**src/rtl/cu_pkg.sv**
```systemverilog
// Shared types and encodings for the multicycle control unit.
package cu_pkg;

    typedef enum logic [2:0] {
        ST_FETCH,
        ST_EXEC,
        ST_MEM,
        ST_WB,
        ST_ERROR
    } state_t;

    localparam logic [3:0] OP_RTYPE = 4'b0000;
    localparam logic [3:0] OP_WR3   = 4'b0001;
    localparam logic [3:0] OP_OUT   = 4'b0010;
    localparam logic [3:0] OP_SEL12 = 4'b0011;
    localparam logic [3:0] OP_IMM0  = 4'b0100;
    localparam logic [3:0] OP_IMM2  = 4'b0101;
    localparam logic [3:0] OP_IMM3  = 4'b0110;
    localparam logic [3:0] OP_LOAD  = 4'b0111;
    localparam logic [3:0] OP_STORE = 4'b1000;
    localparam logic [3:0] OP_SEL19 = 4'b1001;
    localparam logic [3:0] OP_SEL1  = 4'b1010;
    localparam logic [3:0] OP_SEL2  = 4'b1011;
    localparam logic [3:0] OP_SEL25 = 4'b1100;
    localparam logic [3:0] OP_NOP   = 4'b1110;
    localparam logic [3:0] OP_SEL3  = 4'b1111;

    localparam logic [2:0] ALU_OP0 = 3'b000;
    localparam logic [2:0] ALU_OP1 = 3'b001;
    localparam logic [2:0] ALU_OP2 = 3'b010;
    localparam logic [2:0] ALU_OP3 = 3'b011;

    localparam logic [1:0] ERR_NONE    = 2'b00;
    localparam logic [1:0] ERR_ILLEGAL = 2'b01;
    localparam logic [1:0] ERR_TIMEOUT = 2'b10;

endpackage

```
**src/rtl/cu_decode.sv**
```systemverilog
// Combinational instruction decode: latched opcode/funct to datapath selects,
// ALU operation and instruction-class flags. sel[i] drives datapath select S(i+1).
module cu_decode
    import cu_pkg::*;
#(
    parameter int OPW  = 4,
    parameter int FNW  = 3,
    parameter int ALUW = 3,
    parameter int NSEL = 9
) (
    input  logic [OPW-1:0]  opcode,
    input  logic [FNW-1:0]  funct,
    output logic [NSEL-1:0] sel,
    output logic [ALUW-1:0] alu_op,
    output logic            legal,
    output logic            is_write,
    output logic            is_load,
    output logic            is_store,
    output logic            is_outld
);

    logic [8:0] sel9;

    always_comb begin
        sel9     = '0;
        alu_op   = ALUW'(ALU_OP0);
        legal    = 1'b1;
        is_write = 1'b0;
        is_load  = 1'b0;
        is_store = 1'b0;
        is_outld = 1'b0;
        case (4'(opcode))
            OP_RTYPE: begin
                alu_op   = ALUW'(funct);
                sel9     = 9'b001001000;
                is_write = 1'b1;
            end
            OP_IMM0, OP_IMM2, OP_IMM3: begin
                sel9     = 9'b011000000;
                is_write = 1'b1;
                if (4'(opcode) == OP_IMM2) alu_op = ALUW'(ALU_OP2);
                if (4'(opcode) == OP_IMM3) alu_op = ALUW'(ALU_OP3);
            end
            OP_LOAD: begin
                sel9    = 9'b010000000;
                is_load = 1'b1;
            end
            OP_STORE: begin
                sel9     = 9'b010000000;
                is_store = 1'b1;
            end
            OP_SEL2:  sel9 = 9'b000000010;
            OP_SEL25: begin
                sel9     = 9'b000010010;
                is_write = 1'b1;
            end
            OP_SEL12: sel9 = 9'b000000011;
            OP_SEL19: begin
                sel9   = 9'b100000001;
                alu_op = ALUW'(ALU_OP1);
            end
            OP_SEL1: begin
                sel9   = 9'b000000001;
                alu_op = ALUW'(ALU_OP1);
            end
            OP_WR3: begin
                sel9     = 9'b001101000;
                is_write = 1'b1;
            end
            OP_OUT:   is_outld = 1'b1;
            OP_NOP:   ;
            OP_SEL3:  sel9 = 9'b000000100;
            default:  legal = 1'b0;
        endcase
        sel = NSEL'(sel9);
    end

endmodule

```
**src/rtl/multicycle_control_unit.sv**
```systemverilog
// Multicycle controller: instruction handshake, decode-driven sequencing,
// data-memory wait with timeout, and a sticky error state.
//
// state    | meaning
// ST_FETCH | instr_ready high, waiting for an instruction handshake
// ST_EXEC  | decoded selects applied; last cycle for simple instructions
// ST_MEM   | memory access in flight, strobe held until mem_ack or timeout
// ST_WB    | register write-back, we and pc_en for one cycle
// ST_ERROR | sticky fault, only err_clr leaves
module multicycle_control_unit
    import cu_pkg::*;
#(
    parameter int OPW    = 4,
    parameter int FNW    = 3,
    parameter int ALUW   = 3,
    parameter int NSEL   = 9,
    parameter int MEM_TO = 15
) (
    input  logic            clk,
    input  logic            rst_n,
    input  logic            instr_valid,
    output logic            instr_ready,
    input  logic [OPW-1:0]  opcode,
    input  logic [FNW-1:0]  funct,
    input  logic            mem_ack,
    input  logic            err_clr,
    output logic [ALUW-1:0] alu_op,
    output logic [NSEL-1:0] sel,
    output logic            we,
    output logic            mwe,
    output logic            mre,
    output logic            outld,
    output logic            pc_en,
    output logic [1:0]      err
);

    localparam int CW = $clog2(MEM_TO + 1);

    state_t          state_q, state_d;
    logic [OPW-1:0]  op_q, op_d;
    logic [FNW-1:0]  fn_q, fn_d;
    logic [CW-1:0]   cnt_q, cnt_d;
    logic [1:0]      err_q, err_d;

    logic [NSEL-1:0] dec_sel;
    logic [ALUW-1:0] dec_alu;
    logic            dec_legal, dec_write, dec_load, dec_store, dec_outld;

    cu_decode #(.OPW(OPW), .FNW(FNW), .ALUW(ALUW), .NSEL(NSEL)) u_decode (
        .opcode   (op_q),
        .funct    (fn_q),
        .sel      (dec_sel),
        .alu_op   (dec_alu),
        .legal    (dec_legal),
        .is_write (dec_write),
        .is_load  (dec_load),
        .is_store (dec_store),
        .is_outld (dec_outld)
    );

    always_ff @(posedge clk or negedge rst_n) begin
        if (!rst_n) begin
            state_q <= ST_FETCH;
            op_q    <= '0;
            fn_q    <= '0;
            cnt_q   <= '0;
            err_q   <= ERR_NONE;
        end else begin
            state_q <= state_d;
            op_q    <= op_d;
            fn_q    <= fn_d;
            cnt_q   <= cnt_d;
            err_q   <= err_d;
        end
    end

    always_comb begin
        state_d     = state_q;
        op_d        = op_q;
        fn_d        = fn_q;
        cnt_d       = cnt_q;
        err_d       = err_q;
        instr_ready = 1'b0;
        sel         = '0;
        alu_op      = '0;
        we          = 1'b0;
        mwe         = 1'b0;
        mre         = 1'b0;
        outld       = 1'b0;
        pc_en       = 1'b0;
        case (state_q)
            ST_FETCH: begin
                instr_ready = 1'b1;
                if (instr_valid) begin
                    op_d    = opcode;
                    fn_d    = funct;
                    state_d = ST_EXEC;
                end
            end
            ST_EXEC: begin
                sel    = dec_sel;
                alu_op = dec_alu;
                if (!dec_legal) begin
                    err_d   = ERR_ILLEGAL;
                    state_d = ST_ERROR;
                end else if (dec_load || dec_store) begin
                    cnt_d   = CW'(MEM_TO - 1);
                    state_d = ST_MEM;
                end else if (dec_write) begin
                    state_d = ST_WB;
                end else begin
                    pc_en   = 1'b1;
                    outld   = dec_outld;
                    state_d = ST_FETCH;
                end
            end
            ST_MEM: begin
                sel    = dec_sel;
                alu_op = dec_alu;
                mre    = dec_load;
                mwe    = dec_store;
                if (mem_ack) begin
                    pc_en   = dec_store;
                    state_d = dec_store ? ST_FETCH : ST_WB;
                end else if (cnt_q == '0) begin
                    // this was the last permitted no-ack cycle
                    err_d   = ERR_TIMEOUT;
                    state_d = ST_ERROR;
                end else begin
                    cnt_d = cnt_q - 1'b1;
                end
            end
            ST_WB: begin
                sel     = dec_sel;
                alu_op  = dec_alu;
                we      = 1'b1;
                pc_en   = 1'b1;
                state_d = ST_FETCH;
            end
            ST_ERROR: begin
                if (err_clr) begin
                    err_d   = ERR_NONE;
                    state_d = ST_FETCH;
                end
            end
            default: state_d = ST_FETCH;
        endcase
    end

    assign err = err_q;

endmodule

```
**config.mk**
```make
export PLATFORM = sky130hd
export DESIGN_NAME = multicycle_control_unit
export DESIGN_NICKNAME = d
export VERILOG_FILES = /design/src/rtl/cu_pkg.sv /design/src/rtl/cu_decode.sv /design/src/rtl/multicycle_control_unit.sv
export SDC_FILE = /design/constraint.sdc
export NUM_CORES = 1
export LEC_CHECK = 0
export CORE_MARGIN = 1.5
export CORE_UTILIZATION = 51
export DETAILED_ROUTE_END_ITERATION = 8
export GPL_ROUTABILITY_DRIVEN = 0
export HOLD_SLACK_MARGIN = 0.03
export PLACE_DENSITY = 0.89
export RECOVER_POWER = 50
export SLEW_MARGIN = 10
export SYNTH_ARGS = -nofsm -noshare
export SYNTH_HDL_FRONTEND = slang
export SYNTH_SLANG_ARGS = --single-unit
```
**constraint.sdc**
```tcl
create_clock -name clk -period 4.1 [get_ports clk]
set_clock_uncertainty 0.2 [all_clocks]
set_input_delay 0.41 -clock clk [delete_from_list [all_inputs] [get_ports clk]]
set_output_delay 0.41 -clock clk [all_outputs]
set_load 0.01 [all_outputs]
```
### Yosys cells after proc, flatten, opt, wreduce, memory -nomap -nowiden

Cells that the tools add are included.

| word-level totals | value |
|---|---|
| flip-flop bits (word level) | 16 |
| output and inout port bits | 20 |

| operators by class | value |
|---|---|
| add/sub/neg operators | 1 |
| equal/unequal tests | 27 |
| mux-type cells | 43 |
| reductions and logical operators | 16 |

Operators with widths:

| operator | count |
|---|---|
| one-hot mux 9 bit (10 select lines) | 1 |
| equality test 4 bit (second input constant) | 7 |
| two-way mux 2 bit | 9 |
| two-way mux 3 bit | 6 |
| two-way mux 1 bit | 17 |
| equality test 4 x 3 -> 1 bit (second input constant) | 4 |
| two-way mux 4 bit | 4 |
| != test 2 bit (second input constant) | 8 |
| OR reduction 15 bit | 1 |
| one-hot mux 3 bit (4 select lines) | 1 |
| AND reduction 5 bit | 2 |
| two-way mux 9 bit | 1 |
| one-hot mux 3 bit (3 select lines) | 1 |
| equality test 4 x 2 -> 1 bit (second input constant) | 2 |
| zero test 4 bit | 2 |
| one-hot mux 4 bit (2 select lines) | 1 |
| equality test 3 x 2 -> 1 bit (second input constant) | 2 |
| one-hot mux 2 bit (3 select lines) | 1 |
| OR reduction 3 bit | 2 |
| OR reduction 6 bit | 1 |
| equality test 4 x 1 -> 1 bit (second input constant) | 1 |
| OR reduction 2 bit | 2 |
| subtractor 4 x 1 -> 4 bit (second input constant) | 1 |
| equality test 3 x 1 -> 1 bit (second input constant) | 1 |
| 9 further kinds | 9 |

### Depth between registers and ports, before layout

| depth | value |
|---|---|
| word-level depth | 7 |
| gate-level depth with buffers | 6 |
| gate-level depth less buffers | 6 |

### Modules after synthesis

Synthesis repeated with hierarchy kept, for this count alone.

| second synthesis, totals | value |
|---|---|
| cell total of the unflattened synthesis | 140 |
| area total of the unflattened synthesis | 1,196.1 µm² |

By module, submodules not included:

| module | instances | cells each | area each (µm²) | sequential area each (µm²) |
|---|---|---|---|---|
| multicycle_control_unit | 1 | 102 | 967.2 | 400.4 |
| cu_decode | 1 | 38 | 229.0 | 0.0 |

### Worst setup path before layout

OpenSTA, ideal clock, no wires.

| path | value |
|---|---|
| kind | register -> output |
| from | register state_q[2] |
| to | output alu_op[1] |
| data arrival time | 1.358 ns |
| slack | 2.132 ns |
| cell stages (with the launch flop) | 6 |
| buffers on the path | 1 |
| cell sequence | dfrtp_1 buf_2 inv_1 o21ai_2 a211oi_2 a21boi_1 |

| on the way | value |
|---|---|
| word-level cells in the longest chain between the ends | 3 |
| elaborated cells between the ends (all ways) | 5 |
| those cells by class | eq/ne (3); mux (1); reduce/logical (1) |

Ends and longest elaborated chain:

| item | RTL line | source |
|---|---|---|
| from (decl) | multicycle_control_unit.sv:39 | `state_t state_q, state_d;` |
| from (signal assigned) | multicycle_control_unit.sv:69 | `state_q <= state_d;` |
| equality test 3 x 2 -> 1 bit or equality test 3 x 1 -> 1 bit (tied branches) | multicycle_control_unit.sv:91 | `case (state_q)` |
| OR reduction 3 bit (no line) * | -- |  |
| two-way mux 3 bit * | multicycle_control_unit.sv:91 |  |
| to (decl) | multicycle_control_unit.sv:27 | `output logic [ALUW-1:0] alu_op,` |

Mark *: on every way between the ends. The rest lies on a longest branch, timed or not.

### Final worst setup path

| path | value |
|---|---|
| from | register op_q[1] |
| to | output sel[7] |

| on the way | value |
|---|---|
| word-level cells in the longest chain between the ends | 4 |
| elaborated cells between the ends (all ways) | 17 |
| those cells by class | eq/ne (12); mux (2); reduce/logical (3) |

Ends and longest elaborated chain:

| item | RTL line | source |
|---|---|---|
| from (decl) | multicycle_control_unit.sv:40 | `logic [OPW-1:0] op_q, op_d;` |
| from (signal assigned) | multicycle_control_unit.sv:70 | `op_q <= op_d;` |
| equality test 4 x 3 -> 1 bit or equality test 4 bit (tied branches) | cu_decode.sv:32 | `case (4'(opcode))` |
| OR reduction 3 bit or OR reduction 2 bit (tied branches) | -- |  |
| one-hot mux 9 bit (10 select lines) * | cu_decode.sv:32 |  |
| two-way mux 9 bit * | multicycle_control_unit.sv:91 |  |
| to (decl) | multicycle_control_unit.sv:28 | `output logic [NSEL-1:0] sel,` |

Marks and branches as above.

==> run_results.csv <==
group,metric,value,unit
status,outcome,"complete, no violations",
floorplanning,core_region_area,2212,um^2
cts,cts_tree,"built",
synth,postSynthCellCount,134,
drt,drt_drc_violations_left,0,
sta,final-setup-viol-count,0,
synth,synthMostInstantiatedCell,"sky130_fd_sc_hd__dfrtp_1",
synth,synthDistinctLibCells,46,
synth,yosysWarningCount,0,
sta,relSlewSlack,0.2979,
sta,worst_setup_slack_final,1.208,ns
power_and_ir_drop,vdd_ir_drop_max,0.0004916,V
grt,grt_first_pass_wirelength,4.850,mm
worst_setup_path,worstSetupStartpointType,"flop",
worst_setup_path,worst_r2r_endpoint,"cnt_q[3]$_DFFE_PN0P_",
worst_setup_path,required,3.49,ns
drt,vias,1166,
cts,clk_transition_reported_paths,0.09,ns
drt,vias_per_inst,6.235,
placed_design,dpl_worst_slack,1.539,ns
drt,postRouteAntennaNets,0,
sta,layout_worst_path_cycle_share,0.7055,
sta,hold-worst-slack,0.3064,ns
worst_setup_path,arrival,2.28,ns
power_and_ir_drop,proportion_of_power_drawn_by_the_clock_network,0.098,
final_layout,post_route_cells_drive_above_1_share,0.1069,
worst_hold_path,type_of_the_tightest_min_delay_check,"flop to flop",
cts,clock_path_buffers,2,
grt,via_count_of_the_first_global_routing_pass,1112,
synth,async_set_or_reset_register_ratio_after_synthesis,1.000,
power_and_ir_drop,p_leak,0.5938,nW
drt,first_pass_iters,4,
worst_setup_path,worst_r2r_path_depth,4,
synth,postSynthAreaPerCell,8.889,um^2
cts,post_cts_resized,0,
power_and_ir_drop,p_per_area,726.9,nW/um^2
synth,post_synthesis_register_bit_count,16,
sta,fin_tns_setup,0,ns
synth,share_of_the_synthesized_area_in_the_top_cell_type,0.3361,
worst_setup_path,crit_end,"sel[7]",
cts,cts-buffers-inserted,3,
final_layout,syn_to_final_growth,25.74,%
final_layout,finish.net_count,173,
power_and_ir_drop,power_switching,0.0004883,W
sta,rsz0062_at_grt,"no",
worst_setup_path,slowest_delay,0.66,ns
drt,routed_wl,2.978,mm
worst_setup_path,cpMaxStageDelayCell,"sky130_fd_sc_hd__or4b_4",
run,maxCapViolations,0,
sta,hold_viol_final,0,
worst_setup_path,crit_path_end_kind,"output port",
synth,synth_area_leader_cell,"sky130_fd_sc_hd__dfrtp_1",
sta,final_max_slew_viol_count,0,
cts,insertion_delay,0.30,ns
final_layout,diodes,0,
power_and_ir_drop,switching_share,0.4485,
placed_design,numPortBuffers,31,
worst_setup_path,worstSetupPathType,"flop to output port",
drt,wirelength_per_cell,15.93,um
floorplanning,row_count,17,
power_and_ir_drop,share_comb_of_total_power,0.546,
grt,grt_overflow_total,0,
sta,finalWorstPathRequiredPeriod,2.892,ns
worst_setup_path,critical_path.reg2reg.startpoint,"state_q[0]$_DFFE_PN0P_",
drt,drtIter0Drc,24,
floorplanning,floorplan.initialDensity,0.5385,
worst_setup_path,crit_path_start,"op_q[1]$_DFFE_PN0P_",
floorplanning,die_area,2634,um^2
placed_design,dp_hpwl,2.095,mm
grt,antenna_found_initial,0,
power_and_ir_drop,p_int,0.0006004,W
synth,synth_commonest_cells,"sky130_fd_sc_hd__dfrtp_1, sky130_fd_sc_hd__nor2_1, sky130_fd_sc_hd__nand2_1",
synth,synth.top_cells.by_area,"sky130_fd_sc_hd__dfrtp_1, sky130_fd_sc_hd__nor3_1, sky130_fd_sc_hd__mux2_2",
synth,ys.flop_type,"sky130_fd_sc_hd__dfrtp_1",
worst_hold_path,hold-path-cell-count,1,
grt,gr-usage-all-layers,0.2440,
cts,cts.repair_timing.setup_buffer_count,0,
synth,yosysSeqAreaShare,0.3361,
synth,synthesis.area,1191,um^2
final_layout,fillers,180,
sta,worstMarginPinSlew,1.039,ns
synth,synth_enable_flop_cells,0,
synth,postSynthNetCount,147,
floorplanning,floorplan.die.height,51.33,um
worst_setup_path,reg2reg_setup_slack,1.74,ns
cts,cts_root_buffer,"sky130_fd_sc_hd__clkbuf_4",
grt,pin_count_of_the_biggest_net_entering_global_routing,20,
floorplanning,die_x,51.33,um
power_and_ir_drop,seq_power_share,0.356,
cts,tritoncts_num_sinks,16,
floorplanning,io_pins,32,
worst_setup_path,worst-path-max-fanout,19,
sta,maxClockFrequency,0.3457,GHz
worst_setup_path,critical_path.cell_chain,"or4b_4 -> a21oi_1 -> clkdlybuf4s50_1",
cts,ctsHoldBuffers,0,
cts,cts-htree-levels,1,
worst max-delay path: cells and delay by family, from the launching register on:
family,cells,cell delay (ns)
buffers and inverters,1,0.56
DFF,1,0.59
AOI/OAI and AO/OA,1,0.19
and+or+nand+nor,1,0.66
cell type report:
class	count	area (um^2)	area share
clock buffer	4	36.28	0.02423
tap	28	35.03	0.02339
multi-input combinational	103	696.9	0.4653
timing repair buffer	31	310.3	0.2072
sequential	16	400.4	0.2673
inverter	5	18.77	0.01253
power groups by stage:
stage / clock, W / sequential [W] / combinational (W)
after floorplan: 0 / 0.000284 / 0.000498
after global placement: 0 / 0.000372 / 0.000577
after detailed placement: 0 / 0.000384 / 0.000592
after CTS: 0.000107 / 0.000382 / 0.000599
after global routing: 0.000115 / 0.000400 / 0.000645
final: 0.000107 / 0.000388 / 0.000594
cells in the final DEF (no fill, tap or decap), types with 2 or more instances in the layout:
master                            count
sky130_fd_sc_hd__nor2_1              12
sky130_fd_sc_hd__o22ai_1              2
sky130_fd_sc_hd__mux2_1               2
sky130_fd_sc_hd__nand2b_1             7
sky130_fd_sc_hd__dfrtp_1             16
sky130_fd_sc_hd__nor4b_1              2
sky130_fd_sc_hd__a21oi_1              5
sky130_fd_sc_hd__a31oi_1              2
sky130_fd_sc_hd__dlygate4sd3_1        3
sky130_fd_sc_hd__a21o_1               2
sky130_fd_sc_hd__and4b_1              2
sky130_fd_sc_hd__nor3_1               9
sky130_fd_sc_hd__xor2_1               3
sky130_fd_sc_hd__nand3_1              3
sky130_fd_sc_hd__clkbuf_4             3
sky130_fd_sc_hd__nor3b_2              2
sky130_fd_sc_hd__nand2_1             11
sky130_fd_sc_hd__mux2_2               4
sky130_fd_sc_hd__a22oi_1              2
sky130_fd_sc_hd__a221oi_1             2
sky130_fd_sc_hd__a22o_1               3
sky130_fd_sc_hd__inv_1                5
sky130_fd_sc_hd__o21ai_1              3
sky130_fd_sc_hd__o21ai_0              5
sky130_fd_sc_hd__clkdlybuf4s50_1     28
state kept, by name (all words and copies together), names as in the netlist:
| name | flops |
|---|---|
| cnt_q | 4 |
| op_q | 4 |
| fn_q | 3 |
| state_q | 3 |
| err | 2 |
metal layers:
layer | part of all wire | global-route usage | wire length, um
met1 | 0.42 | 0.2939 | 1263
met2 | 0.50 | 0.4264 | 1490
met3 | 0.062 | 0.05848 | 186
met4 | 0.012 | 0.07895 | 37
met5 | 0 | 0 | 0
worst min path at each step:
| stage | endpoint | from | slack (ns) |
|---|---|---|---|
| 2_1_floorplan | cnt_q[0]$_DFFE_PN0P_ | rst_n | -0.09 |
| 6_report | fn_q[1]$_DFFE_PN0P_ | fn_q[1]$_DFFE_PN0P_ | 0.31 |
| 4_1_cts | fn_q[1]$_DFFE_PN0P_ | fn_q[1]$_DFFE_PN0P_ | 0.30 |
| 3_3_place_gp | fn_q[1]$_DFFE_PN0P_ | fn_q[1]$_DFFE_PN0P_ | 0.27 |
| 3_5_place_dp | fn_q[1]$_DFFE_PN0P_ | fn_q[1]$_DFFE_PN0P_ | 0.28 |
| 5_1_grt | fn_q[1]$_DFFE_PN0P_ | fn_q[1]$_DFFE_PN0P_ | 0.32 |
metrics by stage:
stage | instances | area (um^2) | utilization | power, W
2_1_floorplan | 134 | 1191 | - | 0.0007812
3_3_place_gp | 183 | 1476 | 0.6674 | 0.0009492
3_5_place_dp | 183 | 1476 | 0.6674 | 0.0009759
4_1_cts | 187 | 1513 | 0.6838 | 0.001088
5_1_grt | 187 | 1498 | 0.6770 | 0.001160
6_report | 187 | 1498 | 0.6770 | 0.001089
kinds of logic after synthesis:
family                     count (synthesis)  synth area share
and+or+nand+nor                           60            0.3109
AOI/OAI and AO/OA                         33            0.1975
DFF                                       16            0.3361
buffers and inverters                     15           0.06618
muxes                                      6           0.05672
xor gates and xnor gates                   3           0.02206
adders and majority gates                  1           0.01050
Note: power is estimated with default switching activity, not from simulation.
